File: config.mk
export PLATFORM = sky130hd
export DESIGN_NAME = uart_tx_framer
export DESIGN_NICKNAME = d
export VERILOG_FILES = /design/src/rtl/uart_tx_framer.sv
export SDC_FILE = /design/constraint.sdc
export NUM_CORES = 1
export LEC_CHECK = 0
export CAP_MARGIN = 40
export CORE_MARGIN = 1
export CORE_UTILIZATION = 60
export DETAILED_ROUTE_END_ITERATION = 10
export GPL_TIMING_DRIVEN = 0
export PLACE_DENSITY = 0.79
export SYNTH_ARGS = -nofsm -noshare
export SYNTH_HDL_FRONTEND = slang
export SYNTH_SLANG_ARGS = --single-unit
File: constraint.sdc
create_clock -name clk -period 2.88 [get_ports clk]
set_clock_uncertainty 0.2 [all_clocks]
set_input_delay 0.288 -clock clk [delete_from_list [all_inputs] [get_ports clk]]
set_output_delay 0.288 -clock clk [all_outputs]
set_load 0.005 [all_outputs]
File: src/rtl/uart_tx_framer.sv
// uart_tx_framer: collects a payload byte stream over valid/ready into a
// single buffer, then feeds the UART transmitter one frame
// SOF, LEN, payload..., [CHK], one byte per transmitter completion.
// Optional feature macro: UART_FRAMER_CHECKSUM_EN adds the trailing
// mod-256 checksum byte (LEN plus all payload bytes).
//
// Handshake: a payload byte moves on a rising edge where i_valid and o_ready
// are both high; i_data/i_last are only looked at in that cycle, and
// o_ready depends only on registered state (no combinational path from
// i_valid).
module uart_tx_framer #(
  parameter int         DEPTH = 16,
  parameter logic [7:0] SOF   = 8'hA5
) (
  input  logic       clk,
  input  logic       reset_n,
  input  logic [7:0] i_data,
  input  logic       i_valid,
  input  logic       i_last,
  output logic       o_ready,
  output logic       o_Tx_DV,
  output logic [7:0] o_Tx_Byte,
  input  logic       i_Tx_Active,
  input  logic       i_Tx_Done,
  output logic       o_busy,
  output logic [2:0] dbg_state
);

  localparam int AW = $clog2(DEPTH);
  localparam int CW = AW + 1;
  localparam logic [CW-1:0] LAST_CNT = CW'(DEPTH - 1);

  localparam logic [2:0] COLLECT   = 3'd0;
  localparam logic [2:0] SEND_SOF  = 3'd1;
  localparam logic [2:0] SEND_LEN  = 3'd2;
  localparam logic [2:0] SEND_DATA = 3'd3;
`ifdef UART_FRAMER_CHECKSUM_EN
  localparam logic [2:0] SEND_CHK  = 3'd4;
`endif
  localparam logic [2:0] DONE      = 3'd5;

  // State that follows the last payload byte.
`ifdef UART_FRAMER_CHECKSUM_EN
  localparam logic [2:0] AFTER_DATA = SEND_CHK;
`else
  localparam logic [2:0] AFTER_DATA = DONE;
`endif

  logic [7:0]    mem [DEPTH];
  logic [2:0]    state;
  logic [CW-1:0] wr_cnt;
  logic [CW-1:0] rd_idx;
  logic          issued;
  logic          tx_dv;
  logic [7:0]    tx_byte;
  logic [7:0]    cur_byte;
  logic [7:0]    len_byte;
  logic          accept;
  logic          in_send;
  logic          issue_now;
  logic          done_now;
`ifdef UART_FRAMER_CHECKSUM_EN
  logic [7:0]    chk;
`endif

  assign accept   = i_valid && (state == COLLECT);
  assign len_byte = 8'(wr_cnt);

`ifdef UART_FRAMER_CHECKSUM_EN
  assign in_send = (state == SEND_SOF) || (state == SEND_LEN) ||
                   (state == SEND_DATA) || (state == SEND_CHK);
`else
  assign in_send = (state == SEND_SOF) || (state == SEND_LEN) ||
                   (state == SEND_DATA);
`endif

  // A byte is handed over only when none is outstanding and the UART is idle;
  // a completion pulse only counts while our byte is outstanding.
  assign issue_now = in_send && !issued && !i_Tx_Active;
  assign done_now  = in_send && issued && i_Tx_Done;

  // Select the byte the current send state wants on the line.
  always_comb begin
    cur_byte = 8'h00;
    case (state)
      SEND_SOF:  cur_byte = SOF;
      SEND_LEN:  cur_byte = len_byte;
      SEND_DATA: cur_byte = mem[rd_idx[AW-1:0]];
`ifdef UART_FRAMER_CHECKSUM_EN
      SEND_CHK:  cur_byte = chk;
`endif
      default:   cur_byte = 8'h00;
    endcase
  end

  // Payload buffer write; contents need no reset since wr_cnt bounds reads.
  always_ff @(posedge clk) begin
    if (reset_n && accept) begin
      mem[wr_cnt[AW-1:0]] <= i_data;
    end
  end

  // Frame FSM, per-byte issue/complete handshake and registered TX outputs.
  always_ff @(posedge clk) begin
    if (!reset_n) begin
      state   <= COLLECT;
      wr_cnt  <= '0;
      rd_idx  <= '0;
      issued  <= 1'b0;
      tx_dv   <= 1'b0;
      tx_byte <= 8'h00;
`ifdef UART_FRAMER_CHECKSUM_EN
      chk     <= 8'h00;
`endif
    end else begin
      tx_dv <= 1'b0;
      if (issue_now) begin
        tx_dv   <= 1'b1;
        tx_byte <= cur_byte;
        issued  <= 1'b1;
`ifdef UART_FRAMER_CHECKSUM_EN
        if (state == SEND_LEN || state == SEND_DATA) begin
          chk <= chk + cur_byte;
        end
`endif
      end
      if (done_now) begin
        issued <= 1'b0;
      end
      case (state)
        COLLECT: begin
          if (accept) begin
            wr_cnt <= wr_cnt + 1'b1;
            // A full buffer closes the packet even without i_last.
            if (i_last || wr_cnt == LAST_CNT) begin
              state <= SEND_SOF;
            end
          end
        end
        SEND_SOF: begin
          if (done_now) state <= SEND_LEN;
        end
        SEND_LEN: begin
          if (done_now) state <= SEND_DATA;
        end
        SEND_DATA: begin
          if (done_now) begin
            rd_idx <= rd_idx + 1'b1;
            if (rd_idx + 1'b1 == wr_cnt) begin
              state <= AFTER_DATA;
            end
          end
        end
`ifdef UART_FRAMER_CHECKSUM_EN
        SEND_CHK: begin
          if (done_now) state <= DONE;
        end
`endif
        DONE: begin
          wr_cnt <= '0;
          rd_idx <= '0;
`ifdef UART_FRAMER_CHECKSUM_EN
          chk    <= 8'h00;
`endif
          state  <= COLLECT;
        end
        default: state <= COLLECT;
      endcase
    end
  end

  assign o_ready   = (state == COLLECT);
  assign o_busy    = (state != COLLECT);
  assign o_Tx_DV   = tx_dv;
  assign o_Tx_Byte = tx_byte;
  assign dbg_state = state;

endmodule

==> results.ini, run 1 <==
[outcome]
status=complete, no violations

[clock_network]
cts.sinks=155
postCtsHoldBufs=0
cts_tree=built
clk_latency_ns=0.54
clockRootBuffer=clkbuf_8
htreeDepth=4
cts_setup_buffers=0
cts.path.max_buffers=2
clkTransAtPathRegs_ns=0.06
cts_buffers=17

[placement]
post_dp_cell_area_um2=6730
numPortBuffers=27
dp_hpwl_um=8350
pre_cts_ws_ns=-0.360
place_congestion=0.868

[floorplan]
rows=36
die-width_um=104
fp.dieArea_um2=10800
num_io_pins=28
fp.dieH_um=104
fp.coreArea_um2=9910
initial_core_util_pct=62.9

[routing]
drc=0
ant_nets=0
avgViaCountPerCell=6.07
drt-pass1-iter-count=5
num_vias=3432
first_iter_violations=261
finalWirelength_um=12400
wire_per_inst_um=22.0

[synth]
yosysSeqAreaShare_pct=70.4
synth_compound_area_share_pct=3.74
syn-num-nets=383
syn_inst=363
synthMuxAreaShare_pct=14.6
synth_flop_cell=edfxtp_1
synth_seq_cells=155
async_flop_share_pct=0
synth_commonest_cells=edfxtp_1, mux4_2, nor2_1, dfxtp_1, nand2_1
syn_area_um2=6230
synth_top_family_by_area=multiplexers
synth_area_leaders=edfxtp_1, mux4_2, dfxtp_1
yosysTopAreaCell=edfxtp_1
synth_edf_count=128
synthSimpleGateAreaFrac_pct=6.79
ys_warn_count=0
synth-xor-area-share_pct=1.69
synth.avg_cell_area_um2=17.2
synth_top_area_share_pct=61.7
yosysMostFrequentCell=edfxtp_1
synthDistinctLibCells=48
synth_fa_ha_area_share_pct=1.21

[worst_setup_path]
crit_required_ns=2.92
critPathKind=reg -> reg
crit_family=simple AND/OR/NAND/NOR gates
arrival_ns=2.74
r2r_cells=6
cpMaxStageDelayCell=nor4b_2
crit_buf_inv=2
cpPeakStageDelay_ns=0.45
crit_chain=clkbuf_1 > nand2b_1 > nor4b_2 > nand2_1 > nor3_2 > buf_2
cp_num_cells=6
cp-end-kind=register
worstSetupStartpointType=register
path_max_fanout=10

[power]
powerDensity_nw_per_um2=638
p_total_mw=4.65
leakagePower_nw=2.31
irDropWorstVdd_v=0.000550

[final_layout]
final_nets=439
area_growth_pct=17.0
drive_above_1_share_pct=20.1
n_antenna_cell=0
design_area_um2=7290
nFillCells=588

[grt]
track_usage_pct=25.5
antenna_found_initial=0
grt_pass1_wl_um=19600
grt_pass1_vias=3606
grt_max_degree=17
overflow=0

[hold_path]
hold_depth=3
hold_path_class=in -> reg

[timing]
setup-violations-final=0
rsz0062_at_grt=false
slew_viol_final=0
tns_ns=0
fmax_ghz=0.371
period_share_pct=93.5
timing.final.crit_period_ns=2.69
worst_pin_slew_ns=0.726
relSlewSlack_pct=51.6
whs_ns=0.289
fin_ws_ns=0.187
hold_violations=0

[job]
drv_cap=0

## sequential cells by signal, summed over array words and instances (netlist names), named ones only
name       count
o_Tx_Byte      8
rd_idx         5
wr_cnt         5
dbg_state      3
o_Tx_DV        1
mem          128
issued         1
## per-stage QoR
| stage | std cells | util (%) |
|---|---|---|
| global route | 565 | 73.5 |
| global placement | 523 | 67.3 |
| detailed placement | 533 | 67.9 |
| floorplan | 363 | - |
| CTS | 565 | 73.3 |
| finish | 565 | 73.5 |
## worst reg2reg max path: stages, from the launching register on
cell and delay [ns]:
dfxtp_1 0.32, clkbuf_1 0.21, nand2b_1 0.27, nor4b_2 0.45
nand2_1 0.29, nor3_2 0.38, buf_2 0.29
## metal layers
layer	global-route usage, %	routed length (um)	vias to the layer above
li1	-	-	1552
met1	31.2	4850	1720
met2	42.3	6430	130
met3	7.52	876	30
met4	11.5	296	0
met5	0	0	-
## path summary, 6_finish.rpt
| check | from | endpoint | slack [ns] |
|---|---|---|---|
| worst max register to register | dbg_state[2]$_SDFFE_PN0P_ | mem[1][6]$_DFFE_PP_ | 0.19 |
| worst max-delay path | dbg_state[2]$_SDFFE_PN0P_ | mem[1][6]$_DFFE_PP_ | 0.19 |
| worst min register to register | o_Tx_Byte[6]$_SDFFE_PN0P_ | o_Tx_Byte[6]$_SDFFE_PN0P_ | 0.32 |
| worst min-delay path | i_Tx_Done | dbg_state[1]$_SDFFE_PN0P_ | 0.29 |
## repair_timing
item | 4_1_cts | 5_1_grt
pin swaps | 0 | 0
setup endpoints to repair | 70 | 85
hold endpoints to repair | 0 | 0
resized for setup | 5 | 6
## cells by family after synthesis
logic type,count (synthesis)
simple gates,86
buf+inv,23
compound gates,34
xor+xnor,12
fa+ha+maj,6
flops,155
mux,47
## layout by cell type, fill, tap and decap left out, drive strengths merged, types with 3 or more instances in the layout
| cell type | count |
|---|---|
| edfxtp | 128 |
| mux4 | 34 |
| nor2 | 31 |
| clkbuf | 29 |
| dfxtp | 27 |
| clkdlybuf4s50 | 27 |
| nand2 | 18 |
| buf | 16 |
| mux2i | 12 |
| o21ai | 9 |
| clkinv | 9 |
| inv | 9 |
| nor3 | 8 |
| xnor2 | 7 |
| a21oi | 6 |
| ha | 6 |
| nand2b | 5 |
| xor2 | 5 |
| a211oi | 5 |
| and2 | 3 |
| a22o | 3 |
| nor2b | 3 |
| o211ai | 3 |
## where the power goes
part	total (mW)	switching, mW	internal, mW
combinational	0.236	0.134	0.102
sequential	2.49	0.0270	2.46
clock	1.92	0.866	1.06
## layout make-up
cell class                 count  area, um^2  share of cell area (%)
clock inverter                14        95.1                    1.31
clock buffer                  18         418                    5.74
buffer                        17        78.8                    1.08
timing repair buffer          37         335                    4.60
multi-input combinational    185        1790                    24.5
sequential                   155        4380                    60.2
inverter                       6        22.5                   0.309
tap                          133         166                    2.28
Power figures use the tool's default switching activity.
==> run 2, diff against run 1 <==
--- a/config.mk
+++ b/config.mk
@@ -10,6 +10,7 @@
 export CORE_UTILIZATION = 60
 export DETAILED_ROUTE_END_ITERATION = 10
 export GPL_TIMING_DRIVEN = 0
+export MAX_ROUTING_LAYER = met4
 export PLACE_DENSITY = 0.79
 export SYNTH_ARGS = -nofsm -noshare
 export SYNTH_HDL_FRONTEND = slang
==> results.ini, run 2 (synthesis gave the netlist of run 1 again) <==
[outcome]
status=complete, no violations

[routing]
drc=0  ; unchanged
ant_nets=0  ; unchanged
first_iter_violations=254  ; -2.7%
finalWirelength_um=12500  ; +0.36%
drt-pass1-iter-count=5  ; unchanged
num_vias=3453  ; +0.61%
wire_per_inst_um=22.1  ; +0.36%
avgViaCountPerCell=6.11  ; +0.61%

[worst_setup_path]
worstSetupStartpointType=register
path_max_fanout=10  ; unchanged
cp-end-kind=register
arrival_ns=2.72  ; -0.02 ns
crit_end=mem[1][3]$_DFFE_PP_
r2r_cells=6  ; unchanged
reg2reg_to=mem[1][3]$_DFFE_PP_
crit_required_ns=2.92  ; about the same
critical_path.startpoint=dbg_state[2]$_SDFFE_PN0P_
r2r-start=dbg_state[2]$_SDFFE_PN0P_
r2r_slack_ns=0.20  ; about the same
critPathKind=reg -> reg

[grt]
overflow=0  ; unchanged
grt_pass1_wl_um=19600  ; unchanged
antenna_found_initial=0  ; unchanged
grt_pass1_vias=3603  ; -0.083%
track_usage_pct=26.2  ; +0.68 points
grt_max_degree=17  ; unchanged

[timing]
period_share_pct=93.1  ; -0.44 points
worst_pin_slew_ns=0.718  ; -0.00765 ns
fmax_ghz=0.373  ; +0.47%
rsz0062_at_grt=false
setup-violations-final=0  ; unchanged
relSlewSlack_pct=52.1  ; +0.51 points
slew_viol_final=0  ; unchanged
tns_ns=0  ; unchanged
timing.final.crit_period_ns=2.68  ; -0.0126 ns
hold_violations=0  ; unchanged

[clock_network]
cts_tree=built
htreeDepth=4  ; unchanged
cts.sinks=155  ; unchanged
cts_resized=5  ; unchanged
clkTransAtPathRegs_ns=0.06  ; about the same
cts_setup_buffers=0  ; unchanged
clockRootBuffer=clkbuf_8
clk_latency_ns=0.54  ; about the same
cts_buffers=17  ; unchanged
cts.path.max_buffers=2  ; unchanged
postCtsHoldBufs=0  ; unchanged

[floorplan]
fp.coreArea_um2=9910  ; unchanged
num_io_pins=28  ; unchanged
initial_core_util_pct=62.9  ; unchanged
fp.dieH_um=104  ; unchanged
die-width_um=104  ; unchanged
fp.dieArea_um2=10800  ; unchanged
rows=36  ; unchanged

[final_layout]
largest_register_ffs=128  ; unchanged
drive_above_1_share_pct=20.1  ; unchanged
multi_input_area_um2=1790  ; unchanged
final_common_cell=edfxtp_1
area_growth_pct=17.0  ; unchanged
n_antenna_cell=0  ; unchanged
final_nets=439  ; unchanged
seq_area_um2=4380  ; unchanged
design_area_um2=7290  ; unchanged
final_cell_mix=edfxtp_1, mux4_2, dfxtp_1, clkdlybuf4s50_1, nor2_1
nFillCells=588  ; unchanged

[placement]
numPortBuffers=27  ; unchanged
place_congestion=0.883  ; +1.6%
post_dp_cell_area_um2=6730  ; unchanged
dp_hpwl_um=8350  ; unchanged

[power]
leakagePower_nw=2.31  ; unchanged
irDropWorstVdd_v=0.000549  ; -0.31%
powerDensity_nw_per_um2=637  ; -0.10%

[job]
drv_cap=0  ; unchanged

[hold_path]
hold_path_class=in -> reg

-- run 2: cell counts in the layout (fill, tap and decap cells not counted) --
No cell type changed its count.
-- run 2: how the worst min path moves through the flow --
stage | endpoint | cells after the start | from | slack (ns)
2_1_floorplan | mem[0][0]$_DFFE_PP_ | 0 | i_data[0] | 0.19
3_3_place_gp | o_Tx_Byte[6]$_SDFFE_PN0P_ | 2 | o_Tx_Byte[6]$_SDFFE_PN0P_ | 0.29
3_5_place_dp | o_Tx_Byte[6]$_SDFFE_PN0P_ | 2 | o_Tx_Byte[6]$_SDFFE_PN0P_ | 0.30
4_1_cts | dbg_state[1]$_SDFFE_PN0P_ | 3 | i_Tx_Done | 0.27
5_1_grt | dbg_state[1]$_SDFFE_PN0P_ | 3 | i_Tx_Done | 0.33
6_report | dbg_state[1]$_SDFFE_PN0P_ | 3 | i_Tx_Done | 0.29
-- run 2: layout make-up --
type,instances,share of cell area [%]
flip-flops and latches,155,60.2
multi-input cells,185,24.5
clock buffers,18,5.74
repair buffers,37,4.60
well taps,133,2.28
clock inverters,14,1.31
plain buffers,17,1.08
inverters,6,0.309
-- run 2: stage by stage --
| step | utilization, % | instances | power, mW | hold WS [ns] | setup WS (ns) |
|---|---|---|---|---|---|
| finish | 73.5 | 565 | 4.64 | 0.295 | 0.200 |
| global route | 73.5 | 565 | 4.77 | 0.328 | 0.0604 |
| CTS | 73.3 | 565 | 4.66 | 0.265 | -0.131 |
| detailed placement | 67.9 | 533 | 2.76 | 0.301 | -0.360 |
| global placement | 67.3 | 523 | 2.74 | 0.286 | -0.633 |
| floorplan | - | 363 | 2.64 | 0.187 | 0.329 |
-- run 2: report_power, final --
group | internal, mW | switching, mW
Clock | 1.06 | 0.861
Combinational | 0.102 | 0.134
Sequential | 2.46 | 0.0275
-- run 2: critical path, stage by stage, from the launching register on --
cell	delay, ns
dfxtp_1	0.32
clkbuf_1	0.21
nand2b_1	0.26
nor4b_2	0.45
nand2_1	0.28
nor3_2	0.37
buf_2	0.28
-- run 2: routing by layer --
metal | up-vias | share of wire, % | track usage, % | routed length [um]
met4 | 0 | 2.2 | 11.1 | 274
met5 | - | 0 | - | 0
met3 | 25 | 7.4 | 7.14 | 918
met1 | 1721 | 39 | 31.5 | 4890
met2 | 155 | 51 | 42.1 | 6410
li1 | 1552 | - | - | -
==> run 3, diff against run 2 <==
--- a/config.mk
+++ b/config.mk
@@ -12,6 +12,7 @@
 export GPL_TIMING_DRIVEN = 0
 export MAX_ROUTING_LAYER = met4
 export PLACE_DENSITY = 0.79
+export SLEW_MARGIN = 40
 export SYNTH_ARGS = -nofsm -noshare
 export SYNTH_HDL_FRONTEND = slang
 export SYNTH_SLANG_ARGS = --single-unit
==> results.ini, run 3 (synthesis gave the netlist of run 1 again) <==
[final_layout]
area_growth_pct=17.2
multi_input_area_um2=1820  ; +2.0%
layout.cells.non_filler=555  ; -1.8%
final_cell_mix=edfxtp_1, mux4_2, dfxtp_1, clkdlybuf4s50_1, nor2_1
final_nets=431  ; -1.8%
drive_above_1_share_pct=19.4  ; -0.71 points
seq_area_um2=4380  ; unchanged
final_common_cell=edfxtp_1
nFillCells=583  ; -0.85%
largest_register_ffs=128  ; unchanged
n_antenna_cell=0  ; unchanged

[floorplan]
num_io_pins=28  ; unchanged
die-width_um=104  ; unchanged
fp.dieH_um=104  ; unchanged
rows=36  ; unchanged
fp.coreArea_um2=9910  ; unchanged
fp.dieArea_um2=10800  ; unchanged
initial_core_util_pct=62.9  ; unchanged

[placement]
numPlacedInstances=525  ; -1.5%
dp_hpwl_um=8060  ; -3.5%
place_congestion=0.883  ; unchanged
numPortBuffers=27  ; unchanged
pre_cts_ws_ns=-0.397  ; -0.0377 ns

[routing]
drc=0  ; unchanged
finalWirelength_um=12600  ; +0.63%
ant_nets=0  ; unchanged
num_vias=3466  ; +0.38%
first_iter_violations=250  ; -1.6%
wl_met2_um=6260  ; -2.4%
wl_met1_um=4940  ; +1.2%
wl_met3_um=981  ; +6.9%
drt-pass1-iter-count=5  ; unchanged
avgViaCountPerCell=6.25  ; +2.2%
wire_per_inst_um=22.6  ; +2.4%
highest_layer=met4

[clock_network]
cts.sinks=155  ; unchanged
clockRootBuffer=clkbuf_8
clkTransAtPathRegs_ns=0.06  ; about the same
postCtsHoldBufs=0  ; unchanged
htreeDepth=4  ; unchanged
cts_buffers=17  ; unchanged
cts.path.max_buffers=2  ; unchanged
clk_latency_ns=0.53  ; about the same
cts_tree=built

[hold_path]
hold_path_class=in -> reg
hp-start=i_Tx_Done

[worst_setup_path]
crit_required_ns=2.91  ; about the same
crit_chain=clkbuf_1 > nand2b_1 > nor4b_2 > nand2_1 > nor2_1 > buf_2
cpPeakStageDelay_ns=0.45  ; about the same
path_max_fanout=10  ; unchanged
cp-end-kind=register
cpMaxStageDelayCell=nor4b_2
worstSetupStartpointType=register
r2r-start=dbg_state[2]$_SDFFE_PN0P_
critPathKind=reg -> reg
arrival_ns=2.73  ; about the same
critical_path.startpoint=dbg_state[2]$_SDFFE_PN0P_

[power]
leakagePower_nw=2.26  ; -2.3%
irDropWorstVdd_v=0.000527  ; -4.0%
powerDensity_nw_per_um2=656  ; +3.0%

[timing]
rsz0062_at_grt=false
hold_violations=0  ; unchanged
relSlewSlack_pct=38.7  ; -13 points
setup-violations-final=0  ; unchanged
period_share_pct=93.7  ; +0.61 points
fmax_ghz=0.371  ; -0.65%
timing.final.crit_period_ns=2.70  ; +0.0175 ns
whs_ns=0.318  ; +0.0233 ns
fin_ws_ns=0.183  ; -0.0175 ns
slew_viol_final=0  ; unchanged
worst_pin_slew_ns=0.919  ; +0.201 ns

[grt]
antenna_found_initial=0  ; unchanged
grt_max_degree=17  ; unchanged
grt_pass1_vias=3560  ; -1.2%
overflow=0  ; unchanged
grt_pass1_wl_um=19800  ; +1.1%
track_usage_pct=26.5  ; +0.32 points

[job]
drv_cap=0  ; unchanged

[outcome]
status=complete, no violations

run 3: worst paths after layout:
| check | endpoint | slack [ns] | cells past startpoint |
|---|---|---|---|
| min | dbg_state[1]$_SDFFE_PN0P_ | 0.32 | 3 |
| max | mem[7][3]$_DFFE_PP_ | 0.18 | 6 |
| max reg2reg | mem[7][3]$_DFFE_PP_ | 0.18 | 6 |
| min reg2reg | o_Tx_Byte[6]$_SDFFE_PN0P_ | 0.32 | 2 |
run 3: cell type report:
cell class                 count  share of cell area (%)
clock inverter                10                    1.63
multi-input combinational    185                    24.9
buffer                        17                    1.08
timing repair buffer          29                    3.87
clock buffer                  20                    5.83
inverter                       6                   0.309
sequential                   155                    60.1
tap                          133                    2.28
run 3: metrics by stage:
step	power, mW	cell area [um^2]	utilization (%)	setup TNS (ns)
2_1_floorplan	2.64	6230	-	0
3_3_place_gp	2.74	6670	67.3	-44.81
3_5_place_dp	2.76	6710	67.7	-31.06
4_1_cts	4.81	7290	73.5	0
5_1_grt	4.93	7300	73.7	0
6_report	4.79	7300	73.7	0
run 3: power breakdown:
group / switching (mW) / leakage [nW] / internal [mW] / total [mW]
registers: 0.0272 / 1.37 / 2.46 / 2.49
logic: 0.135 / 0.628 / 0.101 / 0.236
clock network: 0.839 / 0.259 / 1.23 / 2.06
run 3: metal layers:
layer | global-route usage, % | vias to the layer above
li1 | - | 1532
met1 | 32.3 | 1733
met2 | 40.5 | 164
met3 | 8.33 | 37
met4 | 13.0 | 0
met5 | - | -
run 3: worst max-delay path: cells and delay by family (launching register included):
family                 cells  cell delay [ns]
buffers and inverters      2             0.49
DFF                        1             0.32
and+or+nand+nor            4             1.38
run 3: timing repair:
action / CTS / global route
hold endpoints to repair: 0 / 0
setup buffers: 0 / 0
endpoints found under the setup margin: 85 / 8
resized for setup: 8 / 1
cloned: 0 / 0
==> patch 1: new RTL, settings of run 1 <==
The option `UART_FRAMER_CHECKSUM_EN` is turned on by a define.
--- a/src/rtl/uart_tx_framer.sv
+++ b/src/rtl/uart_tx_framer.sv
@@ -9,4 +9,6 @@
 // o_ready depends only on registered state (no combinational path from
 // i_valid).
+`define UART_FRAMER_CHECKSUM_EN
+
 module uart_tx_framer #(
   parameter int         DEPTH = 16,
Behaviour: not the same (Yosys sat finds a counterexample within 10 cycles, from zero or initial values and one cycle with reset_n low).
==> patch 1 against run 1 <==
The run now ends with setup timing left; sequential cell count grew 8; utilization grew 2.8 points; design area grew 14%; cell count grew 18%; worst setup slack lost 1100 ps; synthesized area grew 9.5%; total power grew 7.3%; fmax shrank 29%; routed wire length grew 28%; largest power group unchanged.
==> patch 1: results (changes against run 1) <==
Min path
  • Worst Hold Class: flop to flop (was input pin to flop)
  • Worst Hold Depth: 2 (was 3)

CTS
  • Gates resized, CTS repair: 19 (was 5)
  • Clock root cell: clkbuf_16 (was clkbuf_8)
  • Num CTS Buffers: 17 (unchanged)
  • Clock Latency Late Sink: 420 ps (was 540 ps)
  • # Post-CTS Setup Buffers: 12 (was 0)

Detailed routing
  • Via count: 4171 (was 3432)
  • Metal-1 WL: 6040 µm (was 4850 µm)
  • Iteration-0 DRC count of the detailed router: 555 (was 261)
  • DR WL/cell: 23.8 µm (was 22.0 µm)
  • Drt pass-1 iters: 6 (was 5)
  • Vias per cell: 6.24 (was 6.07)

Global routing
  • Met2 GRT Util: 0.507 (was 0.423)
  • First-pass GRT wire length: 24100 µm (was 19600 µm)
  • Grt met3 use: 0.0699 (was 0.0752)
  • Vias in the first global route: 4275 (was 3606)
  • Grt met1 use: 0.357 (was 0.312)
  • Tot GR Track Use: 0.297 (was 0.255)
  • Initial antenna violation count: 0 (unchanged)

Power
  • Switching power: 0.998 mW (was 1.03 mW)
  • Logic power comb: 0.212 mW (was 0.236 mW)
  • Peak VDD IR: 685 µV (was 550 µV)
  • Total power: 4.98 mW (was 4.65 mW)
  • Seq power: 2.57 mW (was 2.49 mW)
  • Leakage: 2.80 nW (was 2.31 nW)

Yosys
  • Yosys cell types: 43 (was 48)
  • Sequential area share after synthesis: 0.666 (was 0.704)
  • Net Count, Synth: 464 (was 383)
  • Synth cell count leaders: 128 x edfxtp_1, 46 x nor2_1, 37 x mux4_2, 35 x dfxtp_1, 30 x nand2_1 (was 128 x edfxtp_1, 31 x mux4_2, 31 x nor2_1, 27 x dfxtp_1, 18 x nand2_1)

Layout
  • Layout cells sized above 1: 0.267 (was 0.201)
  • Final Net Count: 545 (was 439)
  • Filler cell count: 605 (was 588)

Placement
  • Area post-placement: 7490 µm² (was 6730 µm²)
  • Dpl hpwl: 10000 µm (was 8350 µm)
  • # placed instances: 621 (was 533)
  • GP Congestion: 0.866 (was 0.868)
  • Setup WS pre-CTS: -1120 ps (was -360 ps)

Timing
  • Slew margin rel.: 0.546 (was 0.516)
  • Worst hold slack: 297 ps (was 289 ps)
  • Setup violators final: 7 (was 0)
  • Worst setup margin: -935 ps (was 187 ps)
  • Setup TNS: -4530 ps (was 0 ps)

Status
  • Status: finished with violations (was finished, final reports clean)
  • Failing checks: setup timing

Setup path
  • WS Path Type: flop to flop (unchanged)
  • Largest delay contributor family on the critical path: compound AO/OA/AOI/OAI gates (was simple AND/OR/NAND/NOR gates)
  • Max FO, Critical Path: 7 (was 10)
  • Slowest-stage cell, CP: mux4_2 (was nor4b_2)
  • Worst Setup EP: chk[7]$_SDFFE_PP0P_ (was mem[1][6]$_DFFE_PP_)
[patch 1: cell types whose count changed after synthesis, sizes merged, moves of 4 or more]
cell and change:
dfxtp +8, nand2 +12, xor2 +4, inv +7
a21oi +16, ha +7, nor2 +15, mux4 +5
[patch 1: logic make-up after synthesis]
kind of cell               Yosys count  share of synthesized area
DFF                                163                      0.666
and+or+nand+nor                    108                     0.0708
AOI/OAI and AO/OA                   51                     0.0448
muxes                               50                      0.146
buffers and inverters               31                     0.0209
xor gates and xnor gates            19                     0.0244
adders and majority gates           14                     0.0268
[patch 1: layout make-up]
cell class	count	area, µm²	share of cell area
Sequential cell	163	4550	0.546
Multi-Input combinational cell	242	2290	0.274
Timing Repair Buffer	63	593	0.0711
Clock buffer	18	429	0.0514
Tap cell	140	175	0.0210
Clock inverter	12	141	0.0169
Buffer	18	120	0.0144
Inverter	12	45.0	0.00540
==> patch 2: new RTL, config.mk and constraints of run 1 <==
Made on the original files. One comparison of `wr_cnt` changes from == to >=.
--- a/src/rtl/uart_tx_framer.sv
+++ b/src/rtl/uart_tx_framer.sv
@@ -133,5 +133,5 @@
             wr_cnt <= wr_cnt + 1'b1;
             // A full buffer closes the packet even without i_last.
-            if (i_last || wr_cnt == LAST_CNT) begin
+            if (i_last || wr_cnt >= LAST_CNT) begin
               state <= SEND_SOF;
             end
Function: no difference found for any inputs over 10 cycles, from zero or initial values and one cycle with reset_n low; that may be too few to reach the edited logic, so the function may still have changed.
==> patch 2 against run 1 <==
Critical path depth is the same; total power decreased by 0.27%; synthesized area rose by 2.4%; non-clock buffer count up 11; count of clock-buffer cells in the layout grew 1; sequential cell count is the same; die area grew 2.4%; utilization fell by 0.84 points; routed wire length is 12% higher; design area rose by 3.0%; worst setup slack got worse by 15 ps; synthesized cell count grew 8.0%; critical path type unchanged; critical endpoint is now mem[4][1]$_DFFE_PP_.
==> patch 2: results (changes against run 1) <==
Global routing
  • Tot GR Track Use: 0.273 (was 0.255)
  • First-pass GRT wire length: 21200 µm (was 19600 µm)

Yosys
  • Sequential area share after synthesis: 0.687 (was 0.704)
  • Net Count, Synth: 412 (was 383)
  • Synth Area in XOR/XNOR: 0.0151 (was 0.0169)
  • Top area cells in the synthesized netlist: edfxtp_1 60%, dfxtp_1 8.5%, mux4_2 8.1% (was edfxtp_1 62%, mux4_2 11%, dfxtp_1 8.7%)
  • Compound-gate portion of the synthesized area: 0.0427 (was 0.0374)
  • Synth cell count leaders: 128 x edfxtp_1, 27 x dfxtp_1, 26 x nor2_1, 23 x mux4_2, 17 x mux2i_1 (was 128 x edfxtp_1, 31 x mux4_2, 31 x nor2_1, 27 x dfxtp_1, 18 x nand2_1)
  • Post-synthesis mux area share: 0.139 (was 0.146)
  • Yosys cell types: 49 (was 48)
  • Adder-cell area share of the yosys netlist: 0.0118 (was 0.0121)

Layout
  • Final Net Count: 475 (was 439)
  • Layout cells sized above 1: 0.201 (about the same)

Power
  • Clock power frac: 0.429 (was 0.414)
  • Leakage: 2.46 nW (was 2.31 nW)
  • Switching share of power: 0.210 (was 0.221)
  • Cell Int Power: 3.66 mW (was 3.62 mW)
  • Reg power frac: 0.533 (was 0.535)

Min path
  • Hold Startpoint: i_valid (was i_Tx_Done)
  • Hold Path End: dbg_state[0]$_SDFFE_PN0P_ (was dbg_state[1]$_SDFFE_PN0P_)

Placement
  • Area post-placement: 6970 µm² (was 6730 µm²)

CTS
  • Gates resized, CTS repair: 0 (was 5)

Timing
  • Worst-Margin Slew: 803 ps (was 726 ps)

Detailed routing
  • Met2 WL post-DR: 6690 µm (was 6430 µm)
  • Metal-1 WL: 5720 µm (was 4850 µm)
  • Via count: 3798 (was 3432)
  • Iteration-0 DRC count of the detailed router: 366 (was 261)
  • DR WL/cell: 23.2 µm (was 22.0 µm)

Status
  • Status: finished, final reports clean (unchanged)

Setup path
  • Worst r2r dst: mem[4][1]$_DFFE_PP_ (was mem[1][6]$_DFFE_PP_)
-- patch 2: final cells by class --
class / instances / area [µm²]
Inverter: 9 / 33.8
Multi-Input combinational cell: 207 / 1890
Buffer: 21 / 101
Sequential cell: 155 / 4380
Clock buffer: 19 / 422
Fill cell: 623 / 2820
Timing Repair Buffer: 44 / 403
Clock inverter: 12 / 100
Tap cell: 136 / 170
-- patch 2: how the worst max path moves through the flow --
| stage | to | slack, ps | depth (start not counted) |
|---|---|---|---|
| final | mem[4][1]$_DFFE_PP_ | 170 | 6 |
| after global routing | mem[0][7]$_DFFE_PP_ | -20 | 6 |
| after CTS | mem[11][4]$_DFFE_PP_ | 100 | 6 |
| after detailed placement | mem[13][5]$_DFFE_PP_ | -140 | 6 |
| after global placement | mem[2][0]$_DFFE_PP_ | -740 | 5 |
| after floorplan | mem[0][0]$_DFFE_PP_ | 440 | 5 |
-- patch 2: per-layer routing --
metal  up-vias  track usage
li1       1670            -
met1      1906        0.366
met2       190        0.427
met3        32       0.0618
met4         0        0.130
met5         -            0
-- patch 2: per-stage QoR --
stage	hold slack [ps]	std cells
3_5_place_dp	304	571
6_report	209	603
2_1_floorplan	187	392
3_3_place_gp	287	555
5_1_grt	226	603
4_1_cts	186	602
-- patch 2: critical path: cells and delay by family, from the launching register on --
kind / cells / cell delay [ps]
AND/OR/NAND/NOR: 4 / 1330
buffers and inverters: 2 / 530
flip-flops: 1 / 350
-- patch 2: cells by family (layout without fill, tap and decap cells) --
| family | Yosys count | count (layout) |
|---|---|---|
| AOI/OAI and AO/OA | 42 | 42 |
| xor gates and xnor gates | 11 | 11 |
| adders and majority gates | 6 | 6 |
| buffers and inverters | 30 | 105 |
| DFF | 155 | 155 |
| muxes | 51 | 51 |
| and+or+nand+nor | 97 | 97 |
